[config.mk]
export PLATFORM = sky130hd
export DESIGN_NAME = muldiv_ctrl
export DESIGN_NICKNAME = d
export VERILOG_FILES = /design/src/rtl/muldiv_pkg.sv /design/src/rtl/muldiv_core.sv /design/src/rtl/muldiv_ctrl.sv
export SDC_FILE = /design/constraint.sdc
export NUM_CORES = 1
export LEC_CHECK = 0
export CAP_MARGIN = 20
export CORE_MARGIN = 2
export CORE_UTILIZATION = 50
export DETAILED_ROUTE_END_ITERATION = 8
export PLACE_DENSITY = 0.79
export SYNTH_ARGS = -nofsm -noshare
export SYNTH_HDL_FRONTEND = slang
export SYNTH_SLANG_ARGS = --single-unit
[constraint.sdc]
create_clock -name clk -period 3.85 [get_ports clk]
set_input_delay 0.77 -clock clk [delete_from_list [all_inputs] [get_ports clk]]
set_output_delay 0.77 -clock clk [all_outputs]
set_load 0.05 [all_outputs]
[src/rtl/muldiv_pkg.sv]
// Shared constants, op encodings and FSM state type for the multiply/divide unit.
// Divide support is compiled in only when MULDIV_DIV_EN is defined.
package muldiv_pkg;

    localparam int DATA_W       = 32;
    localparam int MULDIV_ITERS = 32;
    localparam int CNT_W        = $clog2(MULDIV_ITERS);

    typedef enum logic [1:0] {
        OP_MULT  = 2'b00,
        OP_MULTU = 2'b01,
        OP_DIV   = 2'b10,
        OP_DIVU  = 2'b11
    } op_t;

    typedef enum logic [1:0] {
        S_IDLE = 2'b00,
        S_MUL  = 2'b01,
        S_DIV  = 2'b10,
        S_FIX  = 2'b11
    } state_t;

endpackage

[src/rtl/muldiv_core.sv]
// Iterative shift-add multiplier / restoring divider sharing one 64-bit shift register.
// Divider datapath present only when MULDIV_DIV_EN is defined.
module muldiv_core
    import muldiv_pkg::*;
(
    input  logic              i_clk,
    input  logic              i_rst_n,
    input  logic              i_load,
    input  logic              i_step,
    input  op_t               i_op,
    input  logic [DATA_W-1:0] i_a,
    input  logic [DATA_W-1:0] i_b,
    output logic [DATA_W-1:0] o_hi,
    output logic [DATA_W-1:0] o_lo,
    output logic              o_div_zero
);

    logic [2*DATA_W-1:0] r_acc;
    logic [DATA_W-1:0]   r_mcand;
    logic                r_neg_res;

    logic                w_signed;
    logic                w_a_neg;
    logic                w_b_neg;
    logic                w_is_div;
    logic [DATA_W-1:0]   w_a_mag;
    logic [DATA_W-1:0]   w_b_mag;
    logic [DATA_W:0]     w_sum;
    logic [2*DATA_W-1:0] w_next;
    logic [2*DATA_W-1:0] w_prod;

    assign w_signed = (i_op == OP_MULT) || (i_op == OP_DIV);
    assign w_a_neg  = w_signed & i_a[DATA_W-1];
    assign w_b_neg  = w_signed & i_b[DATA_W-1];
    assign w_a_mag  = w_a_neg ? -i_a : i_a;
    assign w_b_mag  = w_b_neg ? -i_b : i_b;
    assign w_prod   = r_neg_res ? -r_acc : r_acc;

`ifdef MULDIV_DIV_EN
    logic              r_is_div;
    logic              r_neg_rem;
    logic              r_b_zero;
    logic [DATA_W:0]   w_trial;
    logic [DATA_W-1:0] w_quot;
    logic [DATA_W-1:0] w_rem;

    assign w_is_div = i_op[1];
`else
    assign w_is_div = 1'b0;
`endif

    // Multiply: add multiplicand into upper half on LSB, shift right.
    // Divide: upper half is the remainder, lower half shifts dividend out / quotient in.
    always_comb begin
        w_sum  = {1'b0, r_acc[2*DATA_W-1:DATA_W]} + (r_acc[0] ? {1'b0, r_mcand} : '0);
        w_next = {w_sum, r_acc[DATA_W-1:1]};
`ifdef MULDIV_DIV_EN
        w_trial = r_acc[2*DATA_W-1:DATA_W-1] - {1'b0, r_mcand};
        if (r_is_div) begin
            if (w_trial[DATA_W]) begin
                w_next = {r_acc[2*DATA_W-2:0], 1'b0};
            end else begin
                w_next = {w_trial[DATA_W-1:0], r_acc[DATA_W-2:0], 1'b1};
            end
        end
`endif
    end

    always_ff @(posedge i_clk or negedge i_rst_n) begin
        if (!i_rst_n) begin
            r_acc     <= '0;
            r_mcand   <= '0;
            r_neg_res <= 1'b0;
`ifdef MULDIV_DIV_EN
            r_is_div  <= 1'b0;
            r_neg_rem <= 1'b0;
            r_b_zero  <= 1'b0;
`endif
        end else if (i_load) begin
            r_acc     <= {{DATA_W{1'b0}}, (w_is_div ? w_a_mag : w_b_mag)};
            r_mcand   <= w_is_div ? w_b_mag : w_a_mag;
            r_neg_res <= w_a_neg ^ w_b_neg;
`ifdef MULDIV_DIV_EN
            r_is_div  <= w_is_div;
            r_neg_rem <= w_a_neg;
            r_b_zero  <= (i_b == '0);
`endif
        end else if (i_step) begin
            r_acc <= w_next;
        end
    end

`ifdef MULDIV_DIV_EN
    // Divide by zero leaves quotient all-ones; remainder re-signed back to A.
    assign w_quot     = r_b_zero ? '1 : (r_neg_res ? -r_acc[DATA_W-1:0] : r_acc[DATA_W-1:0]);
    assign w_rem      = r_neg_rem ? -r_acc[2*DATA_W-1:DATA_W] : r_acc[2*DATA_W-1:DATA_W];
    assign o_hi       = r_is_div ? w_rem  : w_prod[2*DATA_W-1:DATA_W];
    assign o_lo       = r_is_div ? w_quot : w_prod[DATA_W-1:0];
    assign o_div_zero = r_is_div & r_b_zero;
`else
    assign o_hi       = w_prod[2*DATA_W-1:DATA_W];
    assign o_lo       = w_prod[DATA_W-1:0];
    assign o_div_zero = 1'b0;
`endif

endmodule

[src/rtl/muldiv_ctrl.sv]
// EX-stage multiply/divide controller: sequencing FSM, HI/LO registers and hazard stall.
// Define MULDIV_DIV_EN to enable DIV/DIVU; otherwise divide ops are ignored.
module muldiv_ctrl
    import muldiv_pkg::*;
(
    input  logic              clk,
    input  logic              rst_n,
    input  logic              StartE,
    input  logic [1:0]        MulDivOpE,
    input  logic [DATA_W-1:0] SrcAE,
    input  logic [DATA_W-1:0] SrcBE,
    input  logic [1:0]        HiLoWrE,
    input  logic [DATA_W-1:0] WriteDataE,
    input  logic              HiLoRdE,
    input  logic              HiLoSelE,
    output logic [DATA_W-1:0] HiLoOutE,
    output logic              Busy,
    output logic              StallE,
    output logic              DivZero
);

    // state  | meaning
    // S_IDLE | waiting; accepts StartE and MTHI/MTLO
    // S_MUL  | shift-add iterations
    // S_DIV  | restoring-divide iterations
    // S_FIX  | sign correction, HI/LO commit
    state_t            r_state;
    state_t            w_state_nxt;
    logic [CNT_W-1:0]  r_cnt;
    logic [DATA_W-1:0] r_hi;
    logic [DATA_W-1:0] r_lo;

    logic              w_accept;
    logic              w_start_div;
    logic              w_step;
    logic              w_cnt_tc;
    logic [DATA_W-1:0] w_core_hi;
    logic [DATA_W-1:0] w_core_lo;
    logic              w_core_div_zero;

`ifdef MULDIV_DIV_EN
    assign w_start_div = MulDivOpE[1];
    assign w_accept    = (r_state == S_IDLE) & StartE;
`else
    assign w_start_div = 1'b0;
    assign w_accept    = (r_state == S_IDLE) & StartE & ~MulDivOpE[1];
`endif

    assign w_step   = (r_state == S_MUL) || (r_state == S_DIV);
    assign w_cnt_tc = (r_cnt == CNT_W'(MULDIV_ITERS - 1));

    always_comb begin
        w_state_nxt = r_state;
        case (r_state)
            S_IDLE:       if (w_accept) w_state_nxt = w_start_div ? S_DIV : S_MUL;
            S_MUL, S_DIV: if (w_cnt_tc) w_state_nxt = S_FIX;
            S_FIX:        w_state_nxt = S_IDLE;
            default:      w_state_nxt = S_IDLE;
        endcase
    end

    always_ff @(posedge clk or negedge rst_n) begin
        if (!rst_n) begin
            r_state <= S_IDLE;
            r_cnt   <= '0;
        end else begin
            r_state <= w_state_nxt;
            if (w_accept) begin
                r_cnt <= '0;
            end else if (w_step) begin
                r_cnt <= r_cnt + CNT_W'(1);
            end
        end
    end

    // A same-cycle StartE takes priority over MTHI/MTLO.
    always_ff @(posedge clk or negedge rst_n) begin
        if (!rst_n) begin
            r_hi <= '0;
            r_lo <= '0;
        end else if (r_state == S_FIX) begin
            r_hi <= w_core_hi;
            r_lo <= w_core_lo;
        end else if ((r_state == S_IDLE) && !StartE) begin
            if (HiLoWrE[1]) r_hi <= WriteDataE;
            if (HiLoWrE[0]) r_lo <= WriteDataE;
        end
    end

    muldiv_core u_core (
        .i_clk      (clk),
        .i_rst_n    (rst_n),
        .i_load     (w_accept),
        .i_step     (w_step),
        .i_op       (op_t'(MulDivOpE)),
        .i_a        (SrcAE),
        .i_b        (SrcBE),
        .o_hi       (w_core_hi),
        .o_lo       (w_core_lo),
        .o_div_zero (w_core_div_zero)
    );

    assign HiLoOutE = HiLoSelE ? r_hi : r_lo;
    assign Busy     = (r_state != S_IDLE);
    assign StallE   = Busy & (StartE | HiLoRdE | (HiLoWrE != 2'b00));
    assign DivZero  = (r_state == S_FIX) & w_core_div_zero;

endmodule

==> results of run 1 <==
==> report_power, final <==
part           internal [mW]  switching (mW)  leakage (nW)
Sequential              2.65            1.02          2.03
Clock                  0.995           0.742         0.282
Combinational           3.12            3.69          3.98
Total                   6.76            5.45          6.29
==> layer usage <==
metal / routed length [µm] / vias up / GRT usage
met1: 14600 / 5030 / 0.352
met4: 860 / 0 / 0.0872
met3: 2130 / 44 / 0.0441
met2: 14500 / 351 / 0.401
met5: 0 / - / 0
li1: - / 5060 / -
==> area by class of cell <==
class,instances,area [µm²]
Tap cell,319,399
Inverter,22,82.6
Clock inverter,13,144
Clock buffer,19,453
Timing Repair Buffer,160,1910
Fill cell,1960,8850
Multi-Input combinational cell,1105,7430
Sequential cell,168,4210
==> placed cells by master (no fill, tap or decap), drive strengths merged, types with 3 or more instances in the layout <==
cell type,count
nand2b,8
nand3,16
nand2,172
o41ai,16
xnor2,95
buf,55
inv,24
and2,33
dfrtp,168
o31ai,31
a31oi,11
clkinvlp,4
ha,40
mux2i,93
clkinv,5
mux2,52
clkbuf,19
or4,11
a21o,12
nand3b,3
clkdlybuf4s50,105
nor4,13
nor2,101
a211oi,12
o211ai,5
nand4,9
or2,4
xor2,52
nor2b,12
a21oi,82
o21ai,151
nor3,24
or3,18
and3,6
==> worst max-delay path, cell delays in order (launching register included) <==
cell      delay (ns)
dfrtp_1         0.62
and2_1          0.20
ha_1            0.21
fa_1            0.23
a21oi_1         0.10
nand4b_1        0.20
a21oi_1         0.26
o211ai_1        0.17
o31ai_1         0.33
a21oi_1         0.23
nor4_1          0.41
o21ai_0         0.20
a31oi_1         0.18
==> path summary, 6_finish.rpt <==
kind / slack (ns) / cells after the start / startpoint / end
setup reg to reg: 0.43 / 12 / u_core.r_acc[0] / u_core.r_acc[63]
min in group clk: 0.48 / 2 / u_core.r_mcand[6] / u_core.r_mcand[6]
hold / removal: 0.36 / 1 / rst_n / r_cnt[0]
hold reg to reg: 0.48 / 2 / u_core.r_mcand[6] / u_core.r_mcand[6]
max in group asynchronous: 2.63 / 2 / rst_n / u_core.r_mcand[16]
setup / recovery: 0.43 / 12 / u_core.r_acc[0] / u_core.r_acc[63]
==> state kept, by name, summed over array words and instances, names as in the netlist <==
register,flops
r_state,2
u_core.r_neg_res,1
r_hi,32
u_core.r_mcand,32
r_lo,32
u_core.r_acc,64
r_cnt,5
==> cells by family after synthesis <==
group | share of synthesized area
mux | 0.127
simple gates | 0.175
xor+xnor | 0.107
flops | 0.351
buf+inv | 0.0323
other cells | 0.000313
fa+ha+maj | 0.0434
compound gates | 0.165
==> cell usage after synthesis (11+ instances only) <==
master	number	area, µm²
a211oi_1	12	90.1
a21o_1	12	90.1
a21oi_1	82	410
a31oi_1	11	68.8
and2_1	33	206
buf_1	18	67.6
clkbuf_1	61	229
dfrtp_1	168	4200
ha_1	40	500
inv_1	21	78.8
mux2_2	52	586
mux2i_1	93	931
nand2_1	172	646
nand3_1	15	75.1
nor2_1	100	375
nor2b_1	12	75.1
nor3_1	24	120
nor4_1	11	68.8
o21ai_0	147	736
o31ai_1	27	203
o41ai_1	16	140
or3_1	16	100
xnor2_1	95	832
xor2_1	52	455
==> through the flow <==
stage | power [mW] | setup slack (ns) | hold WS [ns]
after CTS | 12.2 | 0.449 | 0.401
after floorplan | 8.03 | 0.604 | 0.442
after detailed placement | 10.4 | 0.323 | 0.465
after global placement | 10.2 | 0.450 | 0.455
after global routing | 13.0 | 0.145 | 0.419
final | 12.2 | 0.425 | 0.360
==> impl_metrics.env, run 1 <==
export IMPL_crit_type="reg2reg"
export IMPL_synth_yosys_seq_area_share=0.351
export IMPL_dp_hpwl_um=24200
export IMPL_cts_resized=0
export IMPL_synth_flop_cell="dfrtp_1"
export IMPL_dieWidth_um=159
export IMPL_grt_pass1_wl_um=52000
export IMPL_cts_tree="done"
export IMPL_ys_ff_latch=168
export IMPL_end_kind="flip-flop"
export IMPL_cts_path_max_buffers=2
export IMPL_grt_ovfl_total=0
export IMPL_initial_core_util=0.511
export IMPL_synth_warning_count=0
export IMPL_peakVddDrop_mv=0.383
export IMPL_layout_nets=1620
export IMPL_io_pins=140
export IMPL_rows=56
export IMPL_synth_fp_nets=1521
export IMPL_cp_arrival_ns=3.78
export IMPL_critPathLaunchType="flip-flop"
export IMPL_post_route_period_util=0.890
export IMPL_path_max_fanout=18
export IMPL_synthArstFlopShare=1.00
export IMPL_totalWireLength_um=32100
export IMPL_die_height_um=159
export IMPL_tns_ns=0
export IMPL_skew_ns=0.0124
export IMPL_maxCapViolCount=0
export IMPL_synthDistinctLibCells=61
export IMPL_post_cts_setup_buffer_count=0
export IMPL_tightestPinTransition_ns=1.07
export IMPL_numPortBuffers=138
export IMPL_synth_edf_count=0
export IMPL_rsz0062_at_grt="no"
export IMPL_clk_latency_ns=0.44
export IMPL_ant_nets=0
export IMPL_syn_area_per_cell_um2=8.72
export IMPL_vias=10500
export IMPL_postCtsHoldBufs=0
export IMPL_cts_made_buffers=17
export IMPL_netlist_instances=1375
export IMPL_antenna_found_initial=0
export IMPL_fin_cells=1806
export IMPL_diodes=0
export IMPL_dr_pass1_iters=5
export IMPL_outcome="finished clean"
export IMPL_syn_area_um2=12000
export IMPL_power_density_nw_per_um2=835
export IMPL_hp_class="in2async"
export IMPL_finish_instance_area_um2=14600
export IMPL_clk_pin_slew_worst_paths_ns=0.07
export IMPL_place_inst=1774
export IMPL_area_growth_pct=22.0
export IMPL_viasPerCell=5.81
export IMPL_dieArea_um2=25200
export IMPL_cts_root_buf="clkbuf_16"
export IMPL_fin_util=0.623
export IMPL_drcViolationCount=0
export IMPL_drt_iter0_markers=901
export IMPL_wl_per_cell_um=17.7
export IMPL_drive_above_1_share=0.108
export IMPL_max_freq_mhz=292
export IMPL_gp_congestion=0.908
export IMPL_cts_sinks=168
export IMPL_p_leak_nw=6.29
export IMPL_htree_num_levels=4
export IMPL_first_global_vias=9975
export IMPL_min_period_ns=3.42
export IMPL_worstPathRequired_ns=4.21
export IMPL_setup_viol=0
export IMPL_track_usage=0.254
export IMPL_place_area_um2=14000
export IMPL_slew_headroom=0.288
export IMPL_slew_viol_final=0
export IMPL_core_um2=23500
export IMPL_finalHoldViolations=0
export IMPL_grt_max_degree=104
Note: power is estimated with default switching activity, not from simulation.
==> run 2: changes to the inputs <==
CORE_ASPECT_RATIO = 1.4   (was default)
==> run 2 against run 1 <==
  * Clock skew decreased by 0.0026 ns
  * Critical path type unchanged
  * Hold slack got worse by 0.077 ns
  * Cell count decreased by 0.72%
  * Fmax decreased by 3.7%
  * Via count about the same
  * Largest cell class unchanged
==> impl_metrics.env, run 2 (synthesis gave the netlist of run 1 again) <==
export IMPL_cts_sinks=168
export IMPL_io_pins=140
export IMPL_most_common_layout_cells="171 x nand2_1, 167 x dfrtp_1, 147 x o21ai_0, 105 x clkdlybuf4s50_1, 100 x nor2_1"
export IMPL_worstPathRequired_ns=4.24
export IMPL_post_route_period_util=0.924
export IMPL_fin_util=0.606
export IMPL_numPortBuffers=138
export IMPL_finalHoldViolations=0
export IMPL_pwr_share_clk=0.151
export IMPL_power_density_nw_per_um2=831
export IMPL_place_inst=1760
export IMPL_setup_viol=0
export IMPL_critPathLaunchType="flip-flop"
export IMPL_cts_made_buffers=17
export IMPL_grt_max_degree=103
export IMPL_dieArea_um2=25200
export IMPL_gp_congestion=0.902
export IMPL_cp_slowest_cell="dfrtp_1"
export IMPL_grt_ovfl_total=0
export IMPL_hp_class="in2async"
export IMPL_startpoint="u_core.r_acc[0]"
export IMPL_r2r_start="u_core.r_acc[0]"
export IMPL_peakVddDrop_mv=0.600
export IMPL_largest_reg_flops=64
export IMPL_end_kind="flip-flop"
export IMPL_p_switching_mw=5.44
export IMPL_slew_headroom=0.300
export IMPL_cpPeakStageDelay_ns=0.73
export IMPL_finish_instance_area_um2=14400
export IMPL_totalWireLength_um=31600
export IMPL_vias=10500
export IMPL_dp_slack_ns=0.314
export IMPL_antenna_found_initial=0
export IMPL_drive_above_1_share=0.107
export IMPL_track_usage=0.254
export IMPL_path_buf_inv=0
export IMPL_p_sw_frac=0.454
export IMPL_filler_cell_count=2007
export IMPL_maxCapViolCount=0
export IMPL_ant_nets=0
export IMPL_core_um2=23700
export IMPL_initial_core_util=0.505
export IMPL_diodes=0
export IMPL_worstPathCellList="and2_1 -> ha_1 -> a21o_1 -> a21o_1 -> a221o_1 -> a221oi_1 -> o31ai_1 -> a21oi_1 -> nor4_2 -> or3_1 -> nand3_1"
export IMPL_pwr_share_comb=0.541
export IMPL_path_max_fanout=20
export IMPL_slew_viol_final=0
export IMPL_outcome="finished clean"
export IMPL_dr_pass1_iters=5
export IMPL_wl_per_cell_um=17.6
export IMPL_drt_iter0_markers=661
export IMPL_cts_path_max_buffers=2
export IMPL_clk_pin_slew_worst_paths_ns=0.07
export IMPL_min_period_ns=3.56
export IMPL_crit_type="reg2reg"
export IMPL_dieWidth_um=135
export IMPL_clk_latency_ns=0.45
export IMPL_grt_pass1_wl_um=51400
export IMPL_power_mw=12.0
export IMPL_setup_slack_ns=0.294
export IMPL_cts_root_buf="clkbuf_16"
export IMPL_hold_ws_ns=0.284
export IMPL_area_growth_pct=20.0
export IMPL_max_freq_mhz=281
export IMPL_htree_num_levels=4
export IMPL_viasPerCell=5.84
export IMPL_first_global_vias=10400
export IMPL_cpMostUsedCell="a21o_1"
export IMPL_tightestPinTransition_ns=1.05
export IMPL_rows=67
export IMPL_p_int_mw=6.52
export IMPL_tns_ns=0
export IMPL_p_leak_nw=6.19
export IMPL_layout_nets=1616
export IMPL_drcViolationCount=0
export IMPL_cp_arrival_ns=3.94
export IMPL_die_height_um=187
export IMPL_place_area_um2=13700
export IMPL_fin_cells=1793
export IMPL_largest_register="u_core.r_acc"
export IMPL_cts_tree="done"
export IMPL_dp_hpwl_um=23400
export IMPL_post_cts_setup_buffer_count=0
export IMPL_rsz0062_at_grt="no"
export IMPL_skew_ns=0.00985
export IMPL_power_sequential_fraction=0.308
export IMPL_layout_cells_most_common="nand2_1"
export IMPL_cp_top_family="compound AO/OA/AOI/OAI gates"
run 2: cell count changes in the layout (fill, tap and decap cells not counted), moves of 2 or more:
cell      before  now
buf_12        35   17
buf_4         19   33
clkbuf_8       2    4
clkinv_2       2    0
run 2: layout make-up:
| class | count | area, µm² | share of cell area |
|---|---|---|---|
| timing repair buffer | 156 | 1650 | 0.115 |
| inverter | 22 | 82.6 | 0.00574 |
| clock buffer | 21 | 480 | 0.0334 |
| sequential | 168 | 4210 | 0.292 |
| tap | 310 | 388 | 0.0270 |
| clock inverter | 11 | 136 | 0.00948 |
| multi-input combinational | 1105 | 7440 | 0.517 |
run 2: final timing paths:
kind / to / slack (ns) / cells after the start
setup / recovery: u_core.r_acc[61] / 0.29 / 11
hold / removal: r_lo[20] / 0.28 / 1
setup reg to reg: u_core.r_acc[61] / 0.29 / 11
hold reg to reg: u_core.r_mcand[25] / 0.48 / 2
max in group asynchronous: u_core.r_neg_res / 2.62 / 2
min in group clk: u_core.r_mcand[25] / 0.48 / 2
run 2: timing repair:
action | in CTS | in global routing
setup endpoints to repair | 0 | 2
hold buffers | 0 | 0
hold endpoints to repair | 0 | 0
resized for setup | 0 | 2
run 2: metal layers:
metal / vias to the layer above / global-route usage / wire length [µm]
met1: 5063 / 0.304 / 12700
met3: 75 / 0.0331 / 1300
met2: 286 / 0.447 / 16100
met5: - / 0 / 0
li1: 5055 / - / -
met4: 0 / 0.121 / 1440
run 2: power by group through the flow:
stage	combinational [mW]	sequential [mW]	clock, mW
finish	6.47	3.68	1.80
global route	7.07	3.80	1.87
CTS	6.44	3.65	1.81
detailed placement	6.40	3.68	0
global placement	6.23	3.62	0
floorplan	4.80	3.23	0
